===== config.mk =====
export PLATFORM = sky130hd
export DESIGN_NAME = decode_stage
export DESIGN_NICKNAME = d
export VERILOG_FILES = /design/src/rtl/decode_stage.sv
export SDC_FILE = /design/constraint.sdc
export NUM_CORES = 1
export LEC_CHECK = 0
export CORE_MARGIN = 2
export CORE_UTILIZATION = 45
export CTS_BUF_LIST = sky130_fd_sc_hd__clkbuf_4 sky130_fd_sc_hd__clkbuf_8
export DETAILED_ROUTE_END_ITERATION = 16
export DONT_BUFFER_PORTS = 1
export PLACE_DENSITY_LB_ADDON = 0.12
export SYNTH_ARGS = -nofsm -noshare
export SYNTH_HDL_FRONTEND = slang
export SYNTH_SLANG_ARGS = --single-unit

===== constraint.sdc =====
create_clock -name clk -period 1.6 [get_ports clk]
set_input_delay 0.08 -clock clk [delete_from_list [all_inputs] [get_ports clk]]
set_output_delay 0.08 -clock clk [all_outputs]
set_load 0.005 [all_outputs]

===== src/rtl/decode_stage.sv =====
// decode_stage: registered instruction-decode pipeline stage.
// Decodes one instruction per cycle into datapath control fields held in an
// output register, with valid/ready handshakes on both sides, sticky HALT,
// branch flush, and optional load-use bubble insertion.
//
// Optional feature macro: DECODE_HAZARD_EN (load-use hazard detection and
// single-cycle bubble insertion). Undefined: no comparators, bubble = 0.
//
// Ports:
//   clk, rst_n        clock, synchronous active-low reset
//   inst, in_valid    incoming instruction word and its valid
//   in_ready          stage accepts inst this cycle (combinational)
//   flush             squash output register, clear halted
//   out_valid         output fields valid
//   out_ready         downstream consumes output this cycle
//   dr, sa, sb        register addresses
//   imm, off          immediate / branch offset
//   fs, bs            ALU function / branch select
//   mb, md, ld, mw, halt, illegal, bubble   control flags
module decode_stage #(
    parameter int unsigned REG_AW = 3
) (
    input  logic                  clk,
    input  logic                  rst_n,
    input  logic [3*REG_AW+6:0]   inst,
    input  logic                  in_valid,
    output logic                  in_ready,
    input  logic                  flush,
    output logic                  out_valid,
    input  logic                  out_ready,
    output logic [REG_AW-1:0]     dr,
    output logic [REG_AW-1:0]     sa,
    output logic [REG_AW-1:0]     sb,
    output logic [REG_AW+2:0]     imm,
    output logic [REG_AW+2:0]     off,
    output logic [2:0]            fs,
    output logic [2:0]            bs,
    output logic                  mb,
    output logic                  md,
    output logic                  ld,
    output logic                  mw,
    output logic                  halt,
    output logic                  illegal,
    output logic                  bubble
);

    localparam int unsigned IMM_W  = REG_AW + 3;
    localparam int unsigned INST_W = 3 * REG_AW + 7;

    typedef struct packed {
        logic [REG_AW-1:0] dr;
        logic [REG_AW-1:0] sa;
        logic [REG_AW-1:0] sb;
        logic [IMM_W-1:0]  imm;
        logic [IMM_W-1:0]  off;
        logic [2:0]        fs;
        logic [2:0]        bs;
        logic              mb;
        logic              md;
        logic              ld;
        logic              mw;
        logic              halt;
        logic              illegal;
    } dec_t;

    // Decoded NOP: everything zero except "no branch" select.
    function automatic dec_t nop_word();
        dec_t n;
        n    = '0;
        n.bs = 3'b100;
        return n;
    endfunction

    logic [3:0]        op;
    logic [2:0]        funct;
    logic [REG_AW-1:0] f_sa;
    logic [REG_AW-1:0] f_rsb;
    logic [REG_AW-1:0] f_rdr;
    logic [REG_AW-1:0] f_ireg;
    logic [IMM_W-1:0]  f_imm;

    dec_t dec;
    dec_t out_q;
    logic halted;
    logic hazard;
    logic accept;

    // Raw instruction field slices
    assign op     = inst[INST_W-1 -: 4];
    assign funct  = inst[2:0];
    assign f_sa   = inst[INST_W-5 -: REG_AW];
    assign f_rsb  = inst[INST_W-5-REG_AW -: REG_AW];
    assign f_rdr  = inst[INST_W-5-2*REG_AW -: REG_AW];
    assign f_ireg = inst[IMM_W+REG_AW-1 : IMM_W];
    assign f_imm  = inst[IMM_W-1:0];

    // Opcode decode into control fields
    always_comb begin
        dec = nop_word();
        unique case (op)
            4'b0000: dec.halt = (funct == 3'b001);
            4'b1111: begin
                dec.dr = f_rdr;
                dec.sa = f_sa;
                dec.sb = f_rsb;
                dec.fs = funct;
                dec.ld = 1'b1;
            end
            4'b1000, 4'b1001, 4'b1010, 4'b1011: begin
                dec.sa  = f_sa;
                dec.sb  = f_rsb;
                dec.off = f_imm;
                dec.bs  = {1'b0, op[1:0]};
            end
            4'b0010: begin
                dec.sa  = f_sa;
                dec.dr  = f_ireg;
                dec.imm = f_imm;
                dec.mb  = 1'b1;
                dec.md  = 1'b1;
                dec.ld  = 1'b1;
            end
            4'b0100: begin
                dec.sa  = f_sa;
                dec.sb  = f_ireg;
                dec.imm = f_imm;
                dec.mb  = 1'b1;
                dec.mw  = 1'b1;
            end
            4'b0101, 4'b0110, 4'b0111: begin
                dec.sa  = f_sa;
                dec.dr  = f_ireg;
                dec.imm = f_imm;
                dec.mb  = 1'b1;
                dec.ld  = 1'b1;
                dec.fs  = (op[1:0] == 2'b01) ? 3'b000 :
                          (op[1:0] == 2'b10) ? 3'b101 : 3'b110;
            end
            4'b0001, 4'b0011, 4'b1100, 4'b1101, 4'b1110: dec.illegal = 1'b1;
            default: ;
        endcase
        // Writes to r0 are discarded
        if (dec.dr == '0) begin
            dec.ld = 1'b0;
        end
    end

`ifdef DECODE_HAZARD_EN
    logic load_pending;
    logic bubble_q;

    // Decoded sa/sb are zero for forms that do not read them, so a nonzero
    // load destination can only match a register actually sourced.
    assign load_pending = out_valid & out_q.md & out_q.ld & (out_q.dr != '0);
    assign hazard       = load_pending & in_valid &
                          ((dec.sa == out_q.dr) | (dec.sb == out_q.dr));

    // Bubble flag tracks the output register contents
    always_ff @(posedge clk) begin
        if (!rst_n) begin
            bubble_q <= 1'b0;
        end else if (flush || accept) begin
            bubble_q <= 1'b0;
        end else if (hazard && out_ready) begin
            bubble_q <= 1'b1;
        end
    end

    assign bubble = bubble_q;
`else
    assign hazard = 1'b0;
    assign bubble = 1'b0;
`endif

    assign in_ready = !halted && !flush && !hazard && (!out_valid || out_ready);
    assign accept   = in_valid && in_ready;

    // Output pipeline register, valid and sticky halt
    always_ff @(posedge clk) begin
        if (!rst_n) begin
            out_q     <= nop_word();
            out_valid <= 1'b0;
            halted    <= 1'b0;
        end else if (flush) begin
            out_q     <= nop_word();
            out_valid <= 1'b0;
            halted    <= 1'b0;
        end else if (accept) begin
            out_q     <= dec;
            out_valid <= 1'b1;
            if (dec.halt) begin
                halted <= 1'b1;
            end
        end else if (hazard && out_ready) begin
            out_q     <= nop_word();
            out_valid <= 1'b1;
        end else if (out_valid && out_ready) begin
            out_valid <= 1'b0;
        end
    end

    assign dr      = out_q.dr;
    assign sa      = out_q.sa;
    assign sb      = out_q.sb;
    assign imm     = out_q.imm;
    assign off     = out_q.off;
    assign fs      = out_q.fs;
    assign bs      = out_q.bs;
    assign mb      = out_q.mb;
    assign md      = out_q.md;
    assign ld      = out_q.ld;
    assign mw      = out_q.mw;
    assign halt    = out_q.halt;
    assign illegal = out_q.illegal;

endmodule

==> summary.md, run 1 <==
| Metric | Value |
|---|---|
| Largest net degree at the start of global routing | 20 |
| Reg2reg setup slack | 0.09 ns |
| Grt ovf | 0 |
| Comb pwr share | 11.3% |
| Post-Syn Nets | 193 |
| Minimum clock period | 1.512 ns |
| CP max FO | 7 |
| First-pass GRT wire length | 6037 µm |
| HP Class | in -> reg |
| Vias post-DR | 1325 |
| Post-CTS Repair Setup Buffers | 0 |
| Crit-path slowest cell | a2111oi_4 |
| Final setup viols | 0 |
| FILL cells | 299 |
| Psw | 0.4102 mW |
| Clk_skew | 0.008320 ns |
| Total negative setup slack | 0 ns |
| Vias in the first global route | 1239 |
| DRC errors left | 0 |
| Hold path startpoint | inst[15] |
| Required time of the worst setup path | 1.89 ns |
| Core area | 3103 µm² |
| Final Hold Fails | 0 |
| Avg Synthesized Cell Area | 8.945 µm² |
| Clock power frac | 33.8% |
| Die area | 3817 µm² |
| Final Slew Violations | 0 |
| Drt total wl | 3920 µm |
| Total power draw | 1.629 mW |
| Critical path startpoint category | register |
| H-Tree Depth | 2 |
| Mapped Cells | 168 |
| Switching Fraction | 25.19% |
| RSZ-0062 raised after global routing | false |
| Worst Setup SP | halted$_SDFFE_PP0P_ |
| CTS Root Cell | clkbuf_4 |
| Initial antenna violation count | 0 |
| Vias per cell | 5.711 |
| PortBufs | 0 |
| Layout cells sized above 1 | 10.64% |
| ANT cells | 0 |
| Total area of sequential cells | 700.7 µm² |
| Cell row count | 20 |
| Area of the multi-input gates | 719.4 µm² |
| Skew-Pair Late Insertion Delay | 0.34 ns |
| Status | finished, final reports clean |
| Final Wtd Congestion | 0.8523 |
| Worst r2r src | halted$_SDFFE_PP0P_ |
| Fmax | 661.4 MHz |
| P_leak | 0.6426 nW |
| Synthesized flop and latch total | 35 |
| Drt wl/cell | 16.90 µm |
| Initial Utilization | 48.43% |
| CTS sink cnt | 35 |
| Ys Warns | 0 |
| Critical-path cell list | nor2_1 -> buf_4 -> nand3_2 -> a2111oi_4 -> a22o_1 |
| Sequential power share | 54.9% |
| Ports | 57 |
| Commonest cells after routing, fill and taps aside | 35 x dfxtp_1, 26 x nand2_1, 22 x a21oi_1 |
| Num CTS Buffers | 5 |
| Nets | 212 |
| Critical path class | reg -> reg |
| Routed Antenna Nets | 0 |
| Netlist cell types | 38 |
| Internal power | 1.218 mW |
| Fin crit share | 94.50% |
| CTS tree | yes |
| Max IR drop VDD | 653.0 µV |
| Initial DRC Count | 106 |
| Mapped Area | 1503 µm² |
| HPWL Detailed | 2591 µm |
| WP data arrival | 1.80 ns |
| PD cells | 912.8 nW/µm² |
| Die Ht | 61.79 µm |
| Slowest Stage Delay on Critical Path | 0.45 ns |
| Die width | 61.79 µm |
| Commonest non-fill, non-tap cell in the layout | dfxtp_1 |
| Seq/Total Area, Yosys | 46.63% |
| GRT Util Overall | 22.37% |
| DRT Pass-1 Iters | 4 |
| Area growth, synth to finish | 18.73% |
| Clock-pin transition on the worst setup and hold timing paths | 0.11 ns |
| Clock Tree Buf Depth | 2 |
| Total of max-cap violations | 0 |
| Worst Setup End Kind | register |
[logic make-up (layout without fill, tap and decap cells)]
family	after synthesis	in the layout	share of synthesized area, %
AND/OR/NAND/NOR	58	58	18.74
AO/OA/AOI/OAI	54	54	25.56
adder cells (fa/ha/maj)	4	4	3.331
flip-flops	35	35	46.63
other	1	1	0.2496
buffers and inverters	16	36	5.495
[what timing repair did]
item / CTS / global route
hold buffers: 18 / 0
gates resized for setup: 0 / 0
hold endpoints to repair: 33 / 0
[flip-flops by register name, indices dropped and copies added, names as in the netlist]
register and count:
illegal 1, out_valid 1, ld 1, fs 3
sb 3, mw 1, sa 3, dr 3
halt 1, bs 3, md 1, imm 6
off 6, mb 1, halted 1
[layout make-up]
type | count | area share, %
Clock buffer | 7 | 3.647
Clock inverter | 1 | 0.4208
Inverter | 5 | 1.052
Multi-Input combinational cell | 117 | 40.32
Sequential cell | 35 | 39.27
Tap cell | 44 | 3.086
Timing Repair Buffer | 23 | 12.20
[synthesized netlist by cell type]
cell type | instances | area share, %
a2111oi_4 | 1 | 1.8
a211oi_1 | 1 | 0.50
a21o_1 | 1 | 0.50
a21o_2 | 1 | 0.58
a21oi_1 | 22 | 7.3
a221oi_1 | 3 | 1.7
a22o_1 | 9 | 5.2
a311oi_1 | 1 | 0.58
a311oi_2 | 1 | 1.0
and2_1 | 1 | 0.42
and3_1 | 2 | 0.83
buf_1 | 1 | 0.25
buf_2 | 6 | 2.0
buf_4 | 2 | 1.0
buf_6 | 1 | 0.75
clkbuf_1 | 1 | 0.25
conb_1 | 1 | 0.25
dfxtp_1 | 35 | 47
ha_1 | 4 | 3.3
inv_1 | 5 | 1.2
nand2_1 | 26 | 6.5
nand2b_1 | 2 | 0.83
nand3_1 | 11 | 3.7
nand3_2 | 1 | 0.67
nand4b_1 | 1 | 0.58
nor2_1 | 7 | 1.7
nor2_2 | 1 | 0.42
nor2b_1 | 1 | 0.42
nor3_1 | 2 | 0.67
nor3b_1 | 1 | 0.50
nor4_2 | 1 | 0.83
nor4bb_1 | 1 | 0.67
o211a_1 | 1 | 0.67
o21ai_0 | 7 | 2.3
o21ai_2 | 1 | 0.58
o311ai_0 | 1 | 0.58
o31a_1 | 1 | 0.58
o31ai_1 | 3 | 1.5
[final timing paths]
| kind | end | cells after the start |
|---|---|---|
| setup / recovery | imm[0]$_SDFFE_PP0P_ | 5 |
| hold / removal | ld$_SDFFE_PP0P_ | 3 |
| setup reg to reg | imm[0]$_SDFFE_PP0P_ | 5 |
| hold reg to reg | halted$_SDFFE_PP0P_ | 2 |
[worst max-delay path: cells and delay by family (launching register included)]
| family | cells | cell delay [ns] |
|---|---|---|
| compound gates | 2 | 0.66 |
| simple gates | 2 | 0.35 |
| flops | 1 | 0.33 |
| buf+inv | 1 | 0.13 |
[stage by stage]
step	util (%)	cells	area, µm²	hold slack [ns]	setup WS [ns]
floorplan	-	168	1503	0.2057	0.2858
global placement	49.35	206	1531	0.2099	0.1609
detailed placement	49.35	206	1531	0.2117	0.1123
CTS	57.50	232	1784	0.005608	0.1221
global route	57.50	232	1784	0.02352	0.002826
finish	57.50	232	1784	0.01901	0.08808
[power groups by stage]
| stage | registers, mW | logic (mW) | clock network [mW] |
|---|---|---|---|
| 2_1_floorplan | 0.912 | 0.115 | 0 |
| 3_3_place_gp | 0.914 | 0.129 | 0 |
| 3_5_place_dp | 0.914 | 0.133 | 0 |
| 4_1_cts | 0.894 | 0.181 | 0.570 |
| 5_1_grt | 0.896 | 0.201 | 0.600 |
| 6_report | 0.894 | 0.184 | 0.551 |
[routing by layer]
| layer | track usage (%) | wire length, µm |
|---|---|---|
| met1 | 28.50 | 1679 |
| met2 | 34.89 | 1809 |
| met3 | 6.832 | 355 |
| met4 | 10.03 | 75 |
| met5 | 0 | 0 |
No activity file was read; power rests on OpenSTA's default activity.
==> inputs of run 2 (changes only) <==
==> constraint.sdc (replaced) <==
create_clock -name clk -period 1.5 [get_ports clk]
set_input_delay 0.075 -clock clk [delete_from_list [all_inputs] [get_ports clk]]
set_output_delay 0.075 -clock clk [all_outputs]
set_load 0.005 [all_outputs]
==> run 2 against run 1 <==
Sequential power up 6.7%. Core utilization up 0.40 points. Final cell count up 0.43%. Fmax up 7.9%. Combinational power up 9%. Worst hold slack about the same. Sequential share of layout area down 0.27 points. Global-route usage up 0.24 points. Die area unchanged. Largest power group unchanged.
==> summary.md, run 2 (synthesis gave the netlist of run 1 again) <==
| Metric | Value |
|---|---|
| Vias post-DR | 1371 |
| Worst Setup End Kind | register |
| Minimum clock period | 1.401 ns |
| First-pass GRT wire length | 6196 µm |
| CTS sink cnt | 35 |
| Vias in the first global route | 1299 |
| Area growth, synth to finish | 19.57% |
| Initial DRC Count | 58 |
| Fin crit share | 93.38% |
| Drt wl/cell | 17.25 µm |
| Largest net degree at the start of global routing | 26 |
| Die Ht | 61.79 µm |
| Nets | 213 |
| Clk_skew | 0.007423 ns |
| Final Util | 57.90% |
| Post-placement setup slack | 0.06933 ns |
| ANT cells | 0 |
| FILL cells | 311 |
| HP Class | in -> reg |
| Layout cells sized above 1 | 12.17% |
| Clock Tree Buf Depth | 2 |
| WHS | 0.01930 ns |
| Die width | 61.79 µm |
| HPWL Detailed | 2641 µm |
| Die area | 3817 µm² |
| CTS Root Cell | clkbuf_4 |
| Core area | 3103 µm² |
| Critical path class | reg -> reg |
| Total of max-cap violations | 0 |
| Finished Cell Area | 1797 µm² |
| Commonest non-fill, non-tap cell in the layout | dfxtp_1 |
| P_leak | 0.6457 nW |
| Crit-path slowest cell | dfxtp_1 |
| Clock-pin transition on the worst setup and hold timing paths | 0.11 ns |
| WP data arrival | 1.70 ns |
| Ports | 57 |
| Max IR drop VDD | 778.5 µV |
| Slowest Stage Delay on Critical Path | 0.36 ns |
| Critical-path cell list | nor2_2 -> and3_1 -> buf_12 -> nor2_2 -> a22o_1 |
| Commonest cells after routing, fill and taps aside | 35 x dfxtp_1, 26 x nand2_1, 22 x a21oi_1 |
| CP max FO | 25 |
| Vias per cell | 5.884 |
| Final Wtd Congestion | 0.8398 |
| Critical path startpoint category | register |
| Routed Antenna Nets | 0 |
| Drt total wl | 4020 µm |
| RSZ-0062 raised after global routing | false |
| Initial antenna violation count | 0 |
| Skew-Pair Late Insertion Delay | 0.34 ns |
| Setup WS post-layout | 0.09926 ns |
| CTS tree | yes |
| Num CTS Buffers | 5 |
| Total negative setup slack | 0 ns |
| Cell row count | 20 |
| DRT Pass-1 Iters | 4 |
| Initial Utilization | 48.43% |
| PortBufs | 0 |
| Fmax | 713.9 MHz |
| DRC errors left | 0 |
| Grt ovf | 0 |
| PD cells | 925.5 nW/µm² |
| Crit path top cell by count | nor2_2 |
| Final setup viols | 0 |
| GRT Util Overall | 22.62% |
| DP Area | 1551 µm² |
| Final Hold Fails | 0 |
| Status | finished, final reports clean |
| H-Tree Depth | 2 |
| Final Slew Violations | 0 |
| Required time of the worst setup path | 1.80 ns |
==> run 2: worst paths after layout <==
path                                     startpoint                   to  slack (ns)  depth (start not counted)
worst min-delay path                       inst[15]   fs[1]$_SDFFE_PP0P_        0.02                          4
worst max-delay path            halted$_SDFFE_PP0P_  imm[0]$_SDFFE_PP0P_         0.1                          5
worst max register to register  halted$_SDFFE_PP0P_  imm[0]$_SDFFE_PP0P_         0.1                          5
worst min register to register  halted$_SDFFE_PP0P_  halted$_SDFFE_PP0P_        0.47                          2
==> run 2: stage by stage <==
step	std cells	total power, mW
6_report	233	1.663
4_1_cts	232	1.669
2_1_floorplan	168	1.096
5_1_grt	233	1.738
3_5_place_dp	207	1.122
3_3_place_gp	207	1.119
==> run 2: cell type report <==
class                   instances  area [µm²]  area share (%)
clock buffers                   6       45.04           2.507
repair buffers                 24       235.2           13.09
multi-input cells             117       729.5           40.60
inverters                       5       18.77           1.045
flip-flops and latches         35       700.7           39.00
clock inverters                 2       12.51          0.6964
well taps                      44       55.05           3.064
==> run 2: routing by layer <==
| metal | GRT usage (%) | vias to the layer above | share of wire, % |
|---|---|---|---|
| li1 | - | 643 | - |
| met3 | 8.489 | 5 | 8.5 |
| met1 | 27.59 | 665 | 43 |
| met5 | 0 | - | 0 |
| met4 | 7.599 | 0 | 1.2 |
| met2 | 36.84 | 58 | 48 |
==> run 2: timing repair <==
item | 4_1_cts | 5_1_grt
hold endpoints to repair | 32 | 0
setup buffers | 0 | 1
setup endpoints to repair | 0 | 6
gates resized for setup | 0 | 2
hold buffers | 17 | 0
==> run 2: critical path, delay by kind of cell (launching register included) <==
| kind | cells | cell delay (ns) |
|---|---|---|
| buffers and inverters | 1 | 0.16 |
| AND/OR/NAND/NOR | 3 | 0.60 |
| flip-flops | 1 | 0.36 |
| AO/OA/AOI/OAI | 1 | 0.21 |
==> run 2: report_power, final <==
group          internal, mW  leakage (nW)  switching [mW]  total (mW)
clock network         0.199        0.0317           0.309       0.508
registers             0.943         0.283          0.0107       0.954
logic                0.0868         0.331           0.115       0.201
total                  1.23         0.646           0.434        1.66
==> inputs of run 3 (changes only) <==
--- a/config.mk
+++ b/config.mk
@@ -5,6 +5,7 @@
 export SDC_FILE = /design/constraint.sdc
 export NUM_CORES = 1
 export LEC_CHECK = 0
+export ABC_AREA = 1
 export CORE_MARGIN = 2
 export CORE_UTILIZATION = 45
 export CTS_BUF_LIST = sky130_fd_sc_hd__clkbuf_4 sky130_fd_sc_hd__clkbuf_8
==> run 3 against run 2 <==
Worst setup slack better by 0.063 ns. Die area is 1.4% higher. Worst hold slack worse by 0.0010 ns. Sequential share of layout area is 0.30 points lower. Global-route usage is 2.2 points lower. Register-to-register slack better by 0.08 ns. Final cell count is 15% higher. Sequential power is 1% higher. Synthesized area is 1.5% higher. Fmax is 4.7% higher. Wire length is 6.6% lower. Largest cell class is now sequential cells.
==> summary.md, run 3 <==
| Metric | Value |
|---|---|
| Area of the multi-input gates | 680.7 µm² |
| Area contributors post-synth | dfxtp_1 46%, nand2_1 12%, a21oi_1 9.2%, o21ai_0 5.9%, nand3_1 3.9% |
| Largest family of logic cells by synthesized area | simple AND/OR/NAND/NOR gates |
| Fmax | 747.8 MHz |
| Total negative setup slack | 0 ns |
| PD cells | 1112 nW/µm² |
| Drt total wl | 3753 µm |
| DRC errors left | 0 |
| Initial antenna violation count | 0 |
| Worst Setup End Kind | register |
| Yosys top cell by area | dfxtp_1 |
| Ports | 57 |
| Synth async-reset ratio | 0% |
| HP Class | in -> reg |
| Fin crit share | 89.15% |
| Clock Tree Buf Depth | 2 |
| Total power draw | 2.013 mW |
| Top_reg_cell synth | dfxtp_1 |
| Skew-Pair Late Insertion Delay | 0.34 ns |
| Worst r2r src | out_valid$_SDFFE_PP0P_ |
| Adder-Cell Fraction of Synth Area | 3.281% |
| Commonest non-fill, non-tap cell in the layout | nand2_1 |
| Final Util | 55.12% |
| CTS tree | yes |
| Post-synthesis mux area share | 0% |
| Simple-gate share of the synthesized area | 20.92% |
| Post-Syn Nets | 230 |
| Synthesized flop and latch total | 35 |
| Avg Synthesized Cell Area | 7.440 µm² |
| Critical-path cell list | dlygate4sd3_1 -> nor2_1 -> nand2_1 -> nand3_1 -> nand3_1 -> a21oi_1 |
| Commonest cells after routing, fill and taps aside | 47 x nand2_1, 35 x dfxtp_1, 28 x a21oi_1 |
| Finished Cell Area | 1810 µm² |
| DP Area | 1555 µm² |
| Required time of the worst setup path | 1.77 ns |
| Nets | 247 |
| Mapped Cells | 205 |
| Post-synth EDFFs | 0 |
| CP max FO | 7 |
| Initial DRC Count | 62 |
| H-Tree Depth | 2 |
| Final Slew Violations | 0 |
| Ys Warns | 0 |
| Vias per cell | 5.212 |
| Routed Antenna Nets | 0 |
| Slowest Stage Delay on Critical Path | 0.58 ns |
| Final Hold Fails | 0 |
| FILL cells | 317 |
| Core area | 3284 µm² |
| WP data arrival | 1.61 ns |
| Synth top area share | 45.94% |
| Grt ovf | 0 |
| Die area | 3871 µm² |
| Synth top cells by count | 47 x nand2_1, 35 x dfxtp_1, 28 x a21oi_1 |
| HPWL Detailed | 2650 µm |
| Drt wl/cell | 13.95 µm |
| CTS sink cnt | 35 |
| Crit-path slowest cell | dlygate4sd3_1 |
| GRT Util Overall | 20.41% |
| Final Wtd Congestion | 0.7810 |
| Worst Setup SP | inst[15] |
| Critical path class | in -> reg |
| Clock-pin transition on the worst setup and hold timing paths | 0.11 ns |
| Final setup viols | 0 |
| Hold path startpoint | inst[12] |
| Layout cells sized above 1 | 11.21% |
| First-pass GRT wire length | 6258 µm |
| Seq/Total Area, Yosys | 45.94% |
| Die width | 62.22 µm |
| WHS | 0.01826 ns |
| Num CTS Buffers | 5 |
| Clk_skew | 0.01016 ns |
| DRT Pass-1 Iters | 4 |
| Area growth, synth to finish | 18.70% |
| Total area of sequential cells | 700.7 µm² |
| Status | finished, final reports clean |
| Mapped Area | 1525 µm² |
| XOR/XNOR Fraction of Synth Area | 0% |
| P_leak | 0.7403 nW |
| RSZ-0062 raised after global routing | false |
| Netlist cell types | 26 |
| Critical path startpoint category | primary input |
| Post-synthesis compound-gate area fraction | 20.18% |
| Minimum clock period | 1.337 ns |
| Initial Utilization | 46.44% |
| PortBufs | 0 |
| Max IR drop VDD | 517.6 µV |
| CTS Root Cell | clkbuf_4 |
| Most numerous cell in the Yosys netlist | nand2_1 |
| Largest net degree at the start of global routing | 19 |
| Vias post-DR | 1402 |
| Total of max-cap violations | 0 |
| Die Ht | 62.22 µm |
| Vias in the first global route | 1312 |
| ANT cells | 0 |
| Crit path top cell by count | nand3_1 |
| Post-CTS Resized | 0 |
| Cell row count | 21 |
-- run 3: per-layer routing --
metal	GRT usage (%)	part of all wire, %	routed length (µm)
met1	24.97	44	1642
met2	32.47	46	1715
met3	9.239	9.2	344
met4	5.833	1.4	51
met5	0	0	0
-- run 3: stage by stage --
step           setup slack, ns  cells
3_3_place_gp            0.1748    246
3_5_place_dp            0.1436    246
4_1_cts                 0.1983    269
5_1_grt               0.001316    269
2_1_floorplan           0.3625    205
6_report                0.1627    269
-- run 3: kinds of logic after synthesis --
group | after synthesis
compound gates | 58
fa+ha+maj | 4
buf+inv | 31
flops | 35
other cells | 1
simple gates | 76
-- run 3: what timing repair did --
action,CTS,global route
hold endpoints to repair,29,0
hold buffers,15,0
buffers inserted,0,0
-- run 3: report_power, final --
part / internal (mW) / switching [mW] / total [mW]
logic: 0.0779 / 0.127 / 0.205
registers: 0.950 / 0.0153 / 0.965
clock network: 0.538 / 0.305 / 0.843
-- run 3: worst paths after layout --
check	endpoint	slack, ns	depth (start not counted)
hold / removal	bs[0]$_SDFFE_PP0P_	0.02	4
setup / recovery	imm[4]$_SDFFE_PP0P_	0.16	6
hold reg to reg	halted$_SDFFE_PP0P_	0.47	2
setup reg to reg	halt$_SDFFE_PP0P_	0.18	6
-- run 3: layout make-up --
type | count | share of cell area, %
clock inverters | 2 | 3.317
flip-flops and latches | 35 | 38.70
repair buffers | 20 | 10.37
inverters | 21 | 4.354
multi-input cells | 139 | 37.59
well taps | 46 | 3.179
clock buffers | 6 | 2.488
-- run 3: worst max-delay path: cells and delay by family --
kind                   cells  cell delay [ns]
AO/OA/AOI/OAI              1             0.13
buffers and inverters      1             0.58
AND/OR/NAND/NOR            4             0.82
